===== src/rtl/synth_voice_pkg.sv =====
// Shared types and default sizing for the polyphonic voice allocator.
package synth_voice_pkg;

    localparam int unsigned DEFAULT_NUM_VOICES = 4;
    localparam int unsigned DEFAULT_FREQ_BITS  = 12;
    localparam int unsigned DEFAULT_NOTE_BITS  = 7;
    localparam int unsigned DEFAULT_AGE_BITS   = 4;

    typedef enum logic [1:0] {
        ST_IDLE   = 2'b00,
        ST_SCAN   = 2'b01,
        ST_COMMIT = 2'b10
    } alloc_state_e;

    typedef enum logic [1:0] {
        WAVE_SQUARE = 2'b00,
        WAVE_SAW    = 2'b01,
        WAVE_TRI    = 2'b11
    } wave_sel_e;

endpackage


===== src/rtl/voice_slot.sv =====
// Storage for one oscillator voice: pitch, waveform, note, gate and age.
module voice_slot #(
    parameter int unsigned FREQ_BITS = 12,
    parameter int unsigned NOTE_BITS = 7,
    parameter int unsigned AGE_BITS  = 4
) (
    input  logic                 main_clk,
    input  logic                 reset_n,
    input  logic                 load,
    input  logic                 age_inc,
    input  logic                 gate_clr,
    input  logic [FREQ_BITS-1:0] ld_freq,
    input  logic [1:0]           ld_sel,
    input  logic [NOTE_BITS-1:0] ld_note,
    output logic [FREQ_BITS-1:0] freq,
    output logic [1:0]           sel,
    output logic [NOTE_BITS-1:0] note,
    output logic                 gate,
    output logic [AGE_BITS-1:0]  age
);

    localparam logic [AGE_BITS-1:0] AGE_MAX = '1;

    // A load restarts the voice; otherwise age saturates so the oldest stays distinguishable.
    always_ff @(posedge main_clk or negedge reset_n) begin
        if (!reset_n) begin
            freq <= '0;
            sel  <= '0;
            note <= '0;
            gate <= 1'b0;
            age  <= '0;
        end else if (load) begin
            freq <= ld_freq;
            sel  <= ld_sel;
            note <= ld_note;
            gate <= 1'b1;
            age  <= '0;
        end else begin
            if (age_inc && (age != AGE_MAX)) begin
                age <= age + AGE_BITS'(1);
            end
            if (gate_clr) begin
                gate <= 1'b0;
            end
        end
    end

endmodule


===== src/rtl/voice_allocator.sv =====
// Note-event voice allocator: scans voices one per cycle, then retriggers, fills or steals.
// voice_rst is active-high; downstream oscillator reset_n pins take it through an inverter.
module voice_allocator
    import synth_voice_pkg::*;
#(
    parameter int unsigned NUM_VOICES = DEFAULT_NUM_VOICES,
    parameter int unsigned FREQ_BITS  = DEFAULT_FREQ_BITS,
    parameter int unsigned NOTE_BITS  = DEFAULT_NOTE_BITS,
    parameter int unsigned AGE_BITS   = DEFAULT_AGE_BITS
) (
    input  logic                            main_clk,
    input  logic                            reset_n,
    input  logic                            ev_valid,
    output logic                            ev_ready,
    input  logic                            ev_on,
    input  logic [NOTE_BITS-1:0]            ev_note,
    input  logic [FREQ_BITS-1:0]            ev_freq,
    input  logic [1:0]                      ev_sel,
    output logic [NUM_VOICES*FREQ_BITS-1:0] voice_freq,
    output logic [NUM_VOICES*2-1:0]         voice_sel,
    output logic [NUM_VOICES-1:0]           voice_gate,
    output logic [NUM_VOICES-1:0]           voice_rst,
    output logic                            steal_pulse,
    output logic                            busy
);

    localparam int unsigned IDX_W    = (NUM_VOICES > 1) ? $clog2(NUM_VOICES) : 1;
    localparam int unsigned LAST_IDX = NUM_VOICES - 1;

    alloc_state_e state;
    alloc_state_e state_nxt;
    logic         accept_c;
    logic         commit_c;

    logic                 cap_on;
    logic [NOTE_BITS-1:0] cap_note;
    logic [FREQ_BITS-1:0] cap_freq;
    logic [1:0]           cap_sel;

    logic [IDX_W-1:0]    scan_idx;
    logic                match_found;
    logic                free_found;
    logic [IDX_W-1:0]    match_idx;
    logic [IDX_W-1:0]    free_idx;
    logic [IDX_W-1:0]    old_idx;
    logic [AGE_BITS-1:0] old_age;

    logic [NOTE_BITS-1:0]  slot_note [NUM_VOICES];
    logic [AGE_BITS-1:0]   slot_age  [NUM_VOICES];
    logic [NUM_VOICES-1:0] load_c;
    logic [NUM_VOICES-1:0] age_inc_c;
    logic [NUM_VOICES-1:0] gate_clr_c;
    logic [IDX_W-1:0]      tgt_idx_c;
    logic                  steal_c;

    always_ff @(posedge main_clk or negedge reset_n) begin
        if (!reset_n) begin
            state    <= ST_IDLE;
            ev_ready <= 1'b0;
        end else begin
            state    <= state_nxt;
            ev_ready <= (state_nxt == ST_IDLE);
        end
    end

    always_comb begin
        state_nxt = state;
        accept_c  = 1'b0;
        commit_c  = 1'b0;
        case (state)
            ST_IDLE: begin
                if (ev_valid && ev_ready) begin
                    accept_c  = 1'b1;
                    state_nxt = ST_SCAN;
                end
            end
            ST_SCAN: begin
                if (scan_idx == IDX_W'(LAST_IDX)) begin
                    state_nxt = ST_COMMIT;
                end
            end
            ST_COMMIT: begin
                commit_c  = 1'b1;
                state_nxt = ST_IDLE;
            end
            default: state_nxt = ST_IDLE;
        endcase
    end

    assign busy = (state != ST_IDLE);

    // Event capture and candidate tracking; slot contents are stable throughout the scan.
    always_ff @(posedge main_clk or negedge reset_n) begin
        if (!reset_n) begin
            cap_on      <= 1'b0;
            cap_note    <= '0;
            cap_freq    <= '0;
            cap_sel     <= '0;
            scan_idx    <= '0;
            match_found <= 1'b0;
            free_found  <= 1'b0;
            match_idx   <= '0;
            free_idx    <= '0;
            old_idx     <= '0;
            old_age     <= '0;
        end else if (accept_c) begin
            cap_on      <= ev_on;
            cap_note    <= ev_note;
            cap_freq    <= ev_freq;
            cap_sel     <= ev_sel;
            scan_idx    <= '0;
            match_found <= 1'b0;
            free_found  <= 1'b0;
            match_idx   <= '0;
            free_idx    <= '0;
            old_idx     <= '0;
            old_age     <= '0;
        end else if (state == ST_SCAN) begin
            scan_idx <= scan_idx + IDX_W'(1);
            if (!match_found && voice_gate[scan_idx] && (slot_note[scan_idx] == cap_note)) begin
                match_found <= 1'b1;
                match_idx   <= scan_idx;
            end
            if (!free_found && !voice_gate[scan_idx]) begin
                free_found <= 1'b1;
                free_idx   <= scan_idx;
            end
            // Strict compare keeps the lowest index on equal ages.
            if (slot_age[scan_idx] > old_age) begin
                old_idx <= scan_idx;
                old_age <= slot_age[scan_idx];
            end
        end
    end

    always_comb begin
        tgt_idx_c  = match_found ? match_idx : (free_found ? free_idx : old_idx);
        steal_c    = cap_on && !match_found && !free_found;
        load_c     = '0;
        age_inc_c  = '0;
        gate_clr_c = '0;
        if (commit_c) begin
            if (cap_on) begin
                for (int unsigned i = 0; i < NUM_VOICES; i++) begin
                    if (IDX_W'(i) == tgt_idx_c) begin
                        load_c[i] = 1'b1;
                    end else if (voice_gate[i]) begin
                        age_inc_c[i] = 1'b1;
                    end
                end
            end else if (match_found) begin
                gate_clr_c[match_idx] = 1'b1;
            end
        end
    end

    assign voice_rst   = load_c;
    assign steal_pulse = commit_c && steal_c;

    for (genvar g = 0; g < NUM_VOICES; g++) begin : g_slot
        voice_slot #(
            .FREQ_BITS (FREQ_BITS),
            .NOTE_BITS (NOTE_BITS),
            .AGE_BITS  (AGE_BITS)
        ) u_slot (
            .main_clk  (main_clk),
            .reset_n   (reset_n),
            .load      (load_c[g]),
            .age_inc   (age_inc_c[g]),
            .gate_clr  (gate_clr_c[g]),
            .ld_freq   (cap_freq),
            .ld_sel    (cap_sel),
            .ld_note   (cap_note),
            .freq      (voice_freq[g*FREQ_BITS +: FREQ_BITS]),
            .sel       (voice_sel[g*2 +: 2]),
            .note      (slot_note[g]),
            .gate      (voice_gate[g]),
            .age       (slot_age[g])
        );
    end

endmodule


===== config.mk =====
export PLATFORM = sky130hd
export DESIGN_NAME = voice_allocator
export DESIGN_NICKNAME = d
export VERILOG_FILES = /design/src/rtl/synth_voice_pkg.sv /design/src/rtl/voice_slot.sv /design/src/rtl/voice_allocator.sv
export SDC_FILE = /design/constraint.sdc
export NUM_CORES = 1
export LEC_CHECK = 0
export CORE_ASPECT_RATIO = 1.25
export CORE_MARGIN = 2
export CORE_UTILIZATION = 55
export CTS_BUF_LIST = sky130_fd_sc_hd__clkbuf_2 sky130_fd_sc_hd__clkbuf_4 sky130_fd_sc_hd__clkbuf_8
export DETAILED_ROUTE_END_ITERATION = 6
export PLACE_DENSITY = 0.88
export SLEW_MARGIN = 20
export SYNTH_ARGS = -nofsm -noshare
export SYNTH_HDL_FRONTEND = slang
export SYNTH_SLANG_ARGS = --single-unit

===== constraint.sdc =====
create_clock -name main_clk -period 3.4 [get_ports main_clk]
set_clock_uncertainty 0.05 [all_clocks]
set_input_delay 0.68 -clock main_clk [delete_from_list [all_inputs] [get_ports main_clk]]
set_output_delay 0.68 -clock main_clk [all_outputs]
set_load 0.03 [all_outputs]

==> Implementation_results.wiki <==
{| class="wikitable"
! Metric !! Value
|-
| Net total in the final layout || between 600 and 700
|-
| Power Density || between 700 and 800 nW/µm²
|-
| WL/cell || between 15 and 20 µm
|-
| TritonCTS clock tree || built
|-
| Type of the worst setup path || register to output pin
|-
| CP endpoint kind || output pin
|-
| Mapped Nets || 520
|-
| CTS H-Tree Depth || 4
|-
| RSZ-0062 raised after global routing || false
|-
| Reg-to-reg critical path endpoint || old_idx[0]
|-
| Final TNS setup || 0 ps
|-
| Arrival time worst endpoint || ~2300 ps
|-
| Global routing usage summed across all routing layers || 0.237
|-
| Post-detailed-placement cell area || roughly 7300 µm²
|-
| Final weighted congestion in routability-driven placement || about 0.84
|-
| Floorplan die height || 124 µm
|-
| Per-instance average area after synthesis || around 13 µm²
|-
| Netlist area before placement || ~6400 µm²
|-
| Part of the power in registers || 0.446
|-
| Most frequent cell after synthesis || sky130_fd_sc_hd__dfrtp_1
|-
| Fin worst setup slack || between 400 and 500 ps
|-
| Most area-hungry cell type in the Yosys netlist || sky130_fd_sc_hd__dfrtp_1
|-
| IR Drop Worst-Case VDD || 447 µV
|-
| Maximum fanout along the worst path || 6
|-
| Horizontal die dimension || 100 µm
|-
| Largest net degree at the start of global routing || between 70 and 80
|-
| Data required time at the worst endpoint || approximately 2700 ps
|-
| Part of the Yosys area used for sequential elements || 0.562
|-
| Final Max Tran Viols || 0
|-
| Number of hold buffers added after CTS || 0
|-
| Worst R2R Start || scan_idx[0]
|-
| Worst reg-to-reg setup slack || just over 800 ps
|-
| Root buffer cell || sky130_fd_sc_hd__clkbuf_8
|-
| Share of synthesized registers carrying an async set or reset || 1.00
|-
| Setup slack at placement || 844 ps
|-
| Initial antenna violation count || 0
|-
| Placeable Area || approximately 11,000 µm²
|-
| Worst max-slew margin expressed relative to the limit || 0.542
|-
| Resized Gates After CTS || 0
|-
| Number of warnings reported in the yosys synthesis log || 0
|-
| Startpoint kind of the worst setup timing path || register
|-
| Number of maximum-capacitance violations || 0
|-
| Cells after DPL || around 690
|-
| Top Ports || just over 90
|-
| Timing-limited maximum frequency || approximately 330 MHz
|-
| Number of endpoints failing setup at the final stage || 0
|-
| CTS sink cnt || 143
|-
| Ratio of cells with drive above 1 in the final layout || 0.254
|-
| Detailed placement HPWL || approximately 9300 µm
|-
| Combinational fraction of design power || 0.315
|-
| Routed Antenna Nets || 0
|-
| Final Hold Viols || 0
|-
| Register bit total from synthesis || between 100 and 150
|-
| First-pass GRT wire length || about 23,000 µm
|-
| Clock latency reported for the late side of the worst-skew pair || 440 ps
|-
| Clock share of power || 0.238
|-
| Most used flip-flop cell after synthesis || sky130_fd_sc_hd__dfrtp_1
|-
| Starting density of the core || 0.569
|-
| Number of cells in the finished layout apart from fillers || between 700 and 800
|-
| Cell count of the worst reg-to-reg path || 7
|-
| Buffers inserted during post-CTS setup optimization || 0
|-
| Crit path time final || roughly 3000 ps
|-
| Area of the die || approximately 12,000 µm²
|-
| WL final || roughly 14,000 µm
|-
| Number of distinct library cells after synthesis || 44
|-
| Via count || just over 4,000
|-
| Number of antenna diodes || 0
|-
| Area contributors post-synth || sky130_fd_sc_hd__dfrtp_1 (56%), sky130_fd_sc_hd__mux2_2 (15%), sky130_fd_sc_hd__nand2_1 (4.7%)
|-
| Number of I/O port buffers || 91
|-
| Final Total Pwr || around 5.6 mW
|-
| Static leakage power || 3.67 nW
|-
| Pin slew with the least headroom to its limit || about 680 ps
|-
| DR vias/cell || about 5.7
|-
| Post-synth top area share || 0.562
|-
| Final period utilization || 0.881
|-
| Iter 0 DRT Violations || 324
|-
| Origin of the worst setup path || state[0]
|-
| Number of buffers created by CTS || 17
|-
| CTS clock-pin slew for the worst setup and hold paths || ~90 ps
|-
| Post-route design area || 7690 µm²
|-
| EDFF count, synth || 0
|-
| Via count of the first global-routing pass || 4,454
|-
| Total net switching power || about 2.1 mW
|-
| Fraction of power spent switching nets || 0.366
|-
| Synth top cells by count || sky130_fd_sc_hd__dfrtp_1 (143), sky130_fd_sc_hd__mux2_2 (82), sky130_fd_sc_hd__nand2_1 (80)
|-
| Filler instances || 750
|-
| Post-route DRC violation count || 0
|-
| Number of detailed-routing iterations run before antenna repair || 4
|-
| Post-synthesis instance total || just under 500
|-
| Class of the tightest hold or removal check || input pin to asynchronous set/reset pin
|-
| Internal power of the cells || roughly 3.6 mW
|-
| Row count || between 40 and 50
|-
| Area Growth Syn to Fin || 20.9%
|-
| Worst-case clock buffer depth || 2
|-
| Run status || completed
|-
| Gr ovfl total || 0
|}
-- area by class of cell --
cell class	count	area, µm²	share of cell area
flip-flops and latches	143	3580	0.465
well taps	135	169	0.0220
inverters	8	30.0	0.00390
clock buffers	17	234	0.0304
multi-input cells	307	2530	0.329
repair buffers	101	990	0.129
clock inverters	15	163	0.0211
-- power by group through the flow --
stage / sequential (mW) / combinational [mW] / clock (mW)
after floorplan: 2.69 / 0.948 / 0
after detailed placement: 2.53 / 1.77 / 0
after global placement: 2.50 / 1.72 / 0
after global routing: 2.58 / 1.90 / 1.43
final: 2.51 / 1.77 / 1.34
after CTS: 2.51 / 1.79 / 1.36
-- layer usage --
| layer | up-vias | part of all wire | track usage |
|---|---|---|---|
| met5 | - | 0 | 0 |
| met3 | 27 | 0.057 | 0.0679 |
| met4 | 0 | 0.021 | 0.0983 |
| met2 | 135 | 0.52 | 0.385 |
| li1 | 1864 | - | - |
| met1 | 2076 | 0.41 | 0.297 |
-- cell families after synthesis --
group,Yosys count,synth area share
adder cells (fa/ha/maj),9,0.0177
AND/OR/NAND/NOR,140,0.106
multiplexers,108,0.214
AO/OA/AOI/OAI,34,0.0372
flip-flops,143,0.562
buffers and inverters,36,0.0405
XOR/XNOR,16,0.0232
-- placed cells by master (no fill, tap or decap), types with 8 or more instances in the layout --
cell / Yosys / final
sky130_fd_sc_hd__nor2_1: 23 / 23
sky130_fd_sc_hd__mux2i_1: 12 / 12
sky130_fd_sc_hd__xnor2_1: 13 / 13
sky130_fd_sc_hd__a21oi_1: 8 / 8
sky130_fd_sc_hd__nand3_1: 15 / 15
sky130_fd_sc_hd__buf_4: 10 / 13
sky130_fd_sc_hd__mux2_2: 82 / 82
sky130_fd_sc_hd__inv_1: 8 / 8
sky130_fd_sc_hd__dfrtp_1: 143 / 143
sky130_fd_sc_hd__clkbuf_8: 1 / 17
sky130_fd_sc_hd__nand2_1: 80 / 80
sky130_fd_sc_hd__ha_1: 9 / 9
sky130_fd_sc_hd__clkdlybuf4s50_1: 0 / 86
-- how the worst max path moves through the flow --
stage	endpoint	slack, ps
2_1_floorplan	old_idx[0]	830
3_3_place_gp	steal_pulse	890
3_5_place_dp	old_idx[1]	840
4_1_cts	steal_pulse	390
5_1_grt	steal_pulse	320
6_report	steal_pulse	410
-- metrics by stage --
step	hold WS, ps	util
after floorplan	334	-
after global placement	431	0.652
after detailed placement	440	0.652
after CTS	210	0.687
after global routing	244	0.687
final	192	0.687
-- flip-flops by register name, indices dropped and copies added, names as in the netlist, 2 cells and up --
register,count
g_slot.u_slot.gate,4
g_slot.u_slot.note,28
g_slot.u_slot.age,16
scan_idx,2
match_idx,2
old_idx,2
cap_note,7
cap_freq,12
cap_sel,2
state,2
free_idx,2
g_slot.u_slot.freq,48
old_age,4
g_slot.u_slot.sel,8
-- critical path, cell delays in order (launching register included) --
cell and delay [ps]:
sky130_fd_sc_hd__dfrtp_1 420, sky130_fd_sc_hd__nand3b_1 420, sky130_fd_sc_hd__nor3_1 270, sky130_fd_sc_hd__clkdlybuf4s50_1 710
(Power assumes the default switching activity.)
